<file path="src/rtl/my_pkg.sv">
// Shared fetch-stage types.
//   PCSrc_Enum    : next-PC source select driven by hazard/branch control
//   fetch_state_e : instruction fetch FSM state encoding
//   NOP_INSTR     : instruction word presented on instr_o after reset (addi x0,x0,0)
package my_pkg;

    typedef enum logic [2:0] {
        next_pc        = 3'd0,
        branch_alu     = 3'd1,
        branch_pc_jump = 3'd2,
        trap_illegal   = 3'd3,
        xepc           = 3'd4
    } PCSrc_Enum;

    typedef enum logic [1:0] {
        FETCH_REQ   = 2'd0,
        FETCH_WAIT  = 2'd1,
        FETCH_VALID = 2'd2,
        FETCH_DROP  = 2'd3
    } fetch_state_e;

    localparam logic [31:0] NOP_INSTR = 32'h0000_0013;

endpackage

</file>
<file path="src/rtl/instr_fetch_fsm_pc_next_sel.sv">
// Next-PC datapath: redirect target mux plus sequential PC+4 adder.
//   pc          in  current fetch PC
//   PCSrc       in  redirect source select
//   alu_target  in  branch target computed by the ALU
//   jump_target in  jump target
//   xepc_value  in  exception return address
//   target      out selected redirect target, word aligned
//   pc_plus4    out pc + 4, wraps modulo 2^32
module pc_next_sel
    import my_pkg::*;
#(
    parameter logic [31:0] TRAP_VEC = 32'h0000_0004
) (
    input  logic [31:0] pc,
    input  PCSrc_Enum   PCSrc,
    input  logic [31:0] alu_target,
    input  logic [31:0] jump_target,
    input  logic [31:0] xepc_value,
    output logic [31:0] target,
    output logic [31:0] pc_plus4
);

    logic [31:0] raw_target;

    assign pc_plus4 = pc + 32'd4;

    always_comb begin
        raw_target = pc_plus4;
        case (PCSrc)
            branch_alu:     raw_target = alu_target;
            branch_pc_jump: raw_target = jump_target;
            trap_illegal:   raw_target = TRAP_VEC;
            xepc:           raw_target = xepc_value;
            default:        raw_target = pc_plus4;
        endcase
    end

    assign target = {raw_target[31:2], 2'b00};

endmodule

</file>
<file path="src/rtl/instr_fetch_fsm.sv">
// Instruction fetch FSM: issues one instruction-memory request at a time,
// holds the returned word for IF/ID, and handles PC redirects at any point
// of a transaction (squashed responses are drained in DROP).
//   clk, rst_n        clock / synchronous active-low reset
//   En_PC, PCSrc      PC update enable and next-PC source from hazard control
//   alu_target, jump_target, xepc_value  redirect targets
//   imem_req/addr/gnt/rvalid/rdata       instruction-memory handshake
//   instr_o, pc_o     fetched instruction and its PC
//   I_FSM_STALL_FETCH high while instr_o/pc_o hold a valid instruction
module instr_fetch_fsm
    import my_pkg::*;
#(
    parameter logic [31:0] RESET_PC = 32'h0000_0000,
    parameter logic [31:0] TRAP_VEC = 32'h0000_0004
) (
    input  logic        clk,
    input  logic        rst_n,
    input  logic        En_PC,
    input  PCSrc_Enum   PCSrc,
    input  logic [31:0] alu_target,
    input  logic [31:0] jump_target,
    input  logic [31:0] xepc_value,
    output logic        imem_req,
    output logic [31:0] imem_addr,
    input  logic        imem_gnt,
    input  logic        imem_rvalid,
    input  logic [31:0] imem_rdata,
    output logic [31:0] instr_o,
    output logic [31:0] pc_o,
    output logic        I_FSM_STALL_FETCH
);

    fetch_state_e state;
    logic [31:0]  pc;
    logic [31:0]  target;
    logic [31:0]  pc_plus4;
    logic         redirect;

    pc_next_sel #(.TRAP_VEC(TRAP_VEC)) u_pc_next_sel (
        .pc          (pc),
        .PCSrc       (PCSrc),
        .alu_target  (alu_target),
        .jump_target (jump_target),
        .xepc_value  (xepc_value),
        .target      (target),
        .pc_plus4    (pc_plus4)
    );

    assign redirect          = En_PC && (PCSrc != next_pc);
    assign imem_req          = (state == FETCH_REQ);
    assign imem_addr         = pc;
    assign I_FSM_STALL_FETCH = (state == FETCH_VALID);

    always_ff @(posedge clk) begin
        if (!rst_n) begin
            state   <= FETCH_REQ;
            pc      <= RESET_PC;
            instr_o <= NOP_INSTR;
            pc_o    <= RESET_PC;
        end else begin
            if (redirect) begin
                pc <= target;
            end
            case (state)
                FETCH_REQ: begin
                    // A redirect coinciding with gnt leaves a response in flight.
                    if (imem_gnt) begin
                        state <= redirect ? FETCH_DROP : FETCH_WAIT;
                    end
                end
                FETCH_WAIT: begin
                    if (redirect) begin
                        state <= imem_rvalid ? FETCH_REQ : FETCH_DROP;
                    end else if (imem_rvalid) begin
                        instr_o <= imem_rdata;
                        pc_o    <= pc;
                        state   <= FETCH_VALID;
                    end
                end
                FETCH_VALID: begin
                    if (redirect) begin
                        state <= FETCH_REQ;
                    end else if (En_PC) begin
                        pc    <= pc_plus4;
                        state <= FETCH_REQ;
                    end
                end
                FETCH_DROP: begin
                    if (imem_rvalid) begin
                        state <= FETCH_REQ;
                    end
                end
                default: state <= FETCH_REQ;
            endcase
        end
    end

endmodule
</file>
<file path="config.mk">
export PLATFORM = sky130hd
export DESIGN_NAME = instr_fetch_fsm
export DESIGN_NICKNAME = d
export VERILOG_FILES = /design/src/rtl/my_pkg.sv /design/src/rtl/instr_fetch_fsm_pc_next_sel.sv /design/src/rtl/instr_fetch_fsm.sv
export SDC_FILE = /design/constraint.sdc
export NUM_CORES = 1
export LEC_CHECK = 0
export BUFFER_PORTS_ARGS = -buffer_cell sky130_fd_sc_hd__buf_2
export CORE_ASPECT_RATIO = 1.5
export CORE_MARGIN = 4
export CORE_UTILIZATION = 44
export DETAILED_ROUTE_END_ITERATION = 8
export PLACE_DENSITY = 0.81
export SLEW_MARGIN = 40
export SYNTH_ARGS = -nofsm -noshare
export SYNTH_HDL_FRONTEND = slang
export SYNTH_SLANG_ARGS = --single-unit
</file>
<file path="constraint.sdc">
create_clock -name clk -period 2.05 [get_ports clk]
set_input_delay 0 -clock clk [delete_from_list [all_inputs] [get_ports clk]]
set_output_delay 0 -clock clk [all_outputs]
set_load 0.01 [all_outputs]
</file>
==> impl_metrics.tcl <==
set metrics [dict create \
    cp_slowest_cell "a21boi_1" \
    first_iter_violations 448 \
    synth.most_common_cell "nand2_1" \
    cts_tree "done" \
    synth_commonest_cells "nand2_1 (164), a21oi_1 (105), dfxtp_1 (98)" \
    cp.required_ns 2.30 \
    io_buffers 227 \
    reg2reg_to "imem_addr[7]" \
    critPathCaptureType "register" \
    holdPathStages 4 \
    die_w_um 98.7 \
    grt_pass1_vias 6542 \
    hp-start "imem_rvalid" \
    place_hpwl_um 15800 \
    synth_top_area_share_pct 36.1 \
    leakage_nw 3.35 \
    outcome "complete, no violations" \
    slew_violations 0 \
    finalNetCount 1171 \
    netlist_top_cells_area "dfxtp_1 (36%), nand2_1 (11%), a21oi_1 (9.7%)" \
    crit_fanout 7 \
    synthArstFlopShare_pct 0 \
    n_antenna_cell 0 \
    wl_per_cell_um 17.6 \
    hold_end "state[1]" \
    die_h_um 144 \
    setup_viol 0 \
    core_area_um2 12000 \
    crit_path_max_incr_delay_ns 0.63 \
    synthCells 739 \
    yosys.area.top_type "dfxtp_1" \
    rrSetupSlack_ns 0.09 \
    synth_area_per_cell_um2 7.35 \
    antenna_found_initial 0 \
    total_power_w 0.00463 \
    worst-path-buf-inv 0 \
    reg2reg_from "state[0]" \
    dieArea_um2 14200 \
    overflow 0 \
    worst_slew_pin_slew_ns 0.747 \
    startpoint_type "register" \
    place_congestion 1.04 \
    cts_root_buffer "clkbuf_16" \
    clock_sinks 98 \
    initial_core_util_pct 45.2 \
    cts_max_path_buffers 2 \
    period_minus_slack_ns 1.96 \
    synth-edff-count 0 \
    wirelength_um 21000 \
    htreeDepth 3 \
    fmax_mhz 511 \
    grt_pass1_wl_um 32800 \
    cp_cell_sequence "nand2b_1, a21boi_1, nand3_1, xor2_1, o32ai_1" \
    ys_seq_area_share_pct 36.1 \
    r2r_cells 5 \
    drc 0 \
    powerDensity_nw_per_um2 596 \
    track_usage_pct 28.8 \
    syn_nets 876 \
    maxCapViolCount 0 \
    post-cts-setup-buffers 0 \
    ys_types 64 \
    hold_path.class "in2reg" \
    skew_ns 0.0106 \
    rsz0062_at_grt "false" \
    synth_area_um2 5430 \
    first_pass_iters 5 \
    grt_max_degree 76 \
    num_vias 6751 \
    viasPerCell 5.66 \
    clkTransAtPathRegs_ns 0.08 \
    relSlewSlack_pct 50.1 \
    setup_tns_ns 0 \
    crit_arrival_ns 2.20 \
    layout-drive-gt1-share_pct 32.2 \
    yosys_warnings 0 \
    io_pins 234 \
    detail-route-antenna-nets 0 \
    hold_violations 0 \
    synth-seq-cells 98 \
    period_share_pct 95.4 \
    cts_buffers 9 \
    critPathTopFamily "compound AO/OA/AOI/OAI gates" \
    num_rows 49 \
    synth_flop_cell "dfxtp_1" \
    area_growth_pct 43.1 \
    peakVddDrop_mv 0.423 \
    worstSkewPairLatency_ns 0.35 \
    crit_type "reg2reg" \
]
## registers in the layout, indices dropped and copies added, names as in the netlist
signal	cells
instr_o	32
state	2
pc_o	32
imem_addr	32
## placed cells by master (no fill, tap or decap), drive strengths merged, types with 4 or more instances in the layout
cell	synthesis	final
o2111ai	4	4
clkbuf	38	9
nor2	27	27
a21oi	105	105
dfxtp	98	98
nand4	16	16
and3	13	13
nor2b	25	25
nand3	26	26
or4	4	4
a211oi	4	4
a22oi	12	12
nand2	164	164
buf	20	306
nand2b	9	9
nor3	10	10
o21a	4	4
a311oi	4	4
a221oi	7	7
or3	7	7
o21ai	44	44
inv	9	12
clkinv	0	4
nor4	4	4
o221ai	5	5
dlygate4sd3	0	36
a31oi	9	9
a21boi	5	5
o211ai	7	7
o22ai	8	8
## per-stage QoR
step                      cells  setup slack [ns]  area [µm²]  util [%]  hold slack (ns)
after global routing       1192           0.00925        7770      64.6           0.0740
final                      1192            0.0939        7770      64.6           0.0538
after floorplan             739           0.00185        5440         -            0.124
after detailed placement   1140            0.0532        7090      59.0            0.217
after CTS                  1192            0.0229        7760      64.6           0.0417
after global placement     1140             0.115        7090      59.0            0.207
## layout make-up
type | instances | area [µm²]
Inverter | 9 | 33.8
Timing Repair Buffer | 342 | 2130
Tap cell | 153 | 191
Clock inverter | 7 | 83.8
Sequential cell | 98 | 1960
Clock buffer | 9 | 225
Fill cell | 1093 | 4250
Multi-Input combinational cell | 574 | 3140
## worst max path at each step
stage,from,to,depth (start not counted)
2_1_floorplan,imem_addr[9],imem_addr[28],5
3_3_place_gp,imem_addr[2],imem_addr[20],6
3_5_place_dp,imem_addr[2],imem_addr[20],6
4_1_cts,imem_addr[2],imem_addr[20],6
5_1_grt,state[0],imem_addr[7],5
6_report,state[0],imem_addr[7],5
## cell families (layout without fill, tap and decap cells)
kind of cell             Yosys count  count (layout)  synth area share, %
buffers and inverters             67             367                 6.20
XOR/XNOR                           6               6                0.968
AO/OA/AOI/OAI                    244             244                 27.7
flip-flops                        98              98                 36.1
adder cells (fa/ha/maj)            1               1                0.230
AND/OR/NAND/NOR                  320             320                 28.2
multiplexers                       3               3                0.553
## per-layer routing
metal | vias to the layer above | GRT usage [%] | part of all wire, % | routed length [µm]
li1 | 3255 | - | - | -
met1 | 3051 | 31.3 | 37 | 7730
met2 | 354 | 51.7 | 50 | 10500
met3 | 91 | 5.31 | 7.2 | 1520
met4 | 0 | 17.6 | 6.0 | 1260
met5 | - | 0 | 0 | 0
## worst register-to-register path, stage by stage (launching register included)
cell      delay, ns
dfxtp_1        0.36
nand2b_1       0.27
a21boi_1       0.63
nand3_1        0.18
xor2_1         0.18
o32ai_1        0.25
## power by group
part,switching [W],internal [W]
clock,0.000827,0.000870
combinational,0.000505,0.000415
sequential,0.0000492,0.00196
total,0.00138,0.00325
## timing repair
item | 4_1_cts | 5_1_grt
hold buffers | 36 | 0
endpoints found under the setup margin | 0 | 1
endpoints found under the hold margin | 36 | 0
resized for setup | 0 | 2
Note: power is estimated with default switching activity, not from simulation.
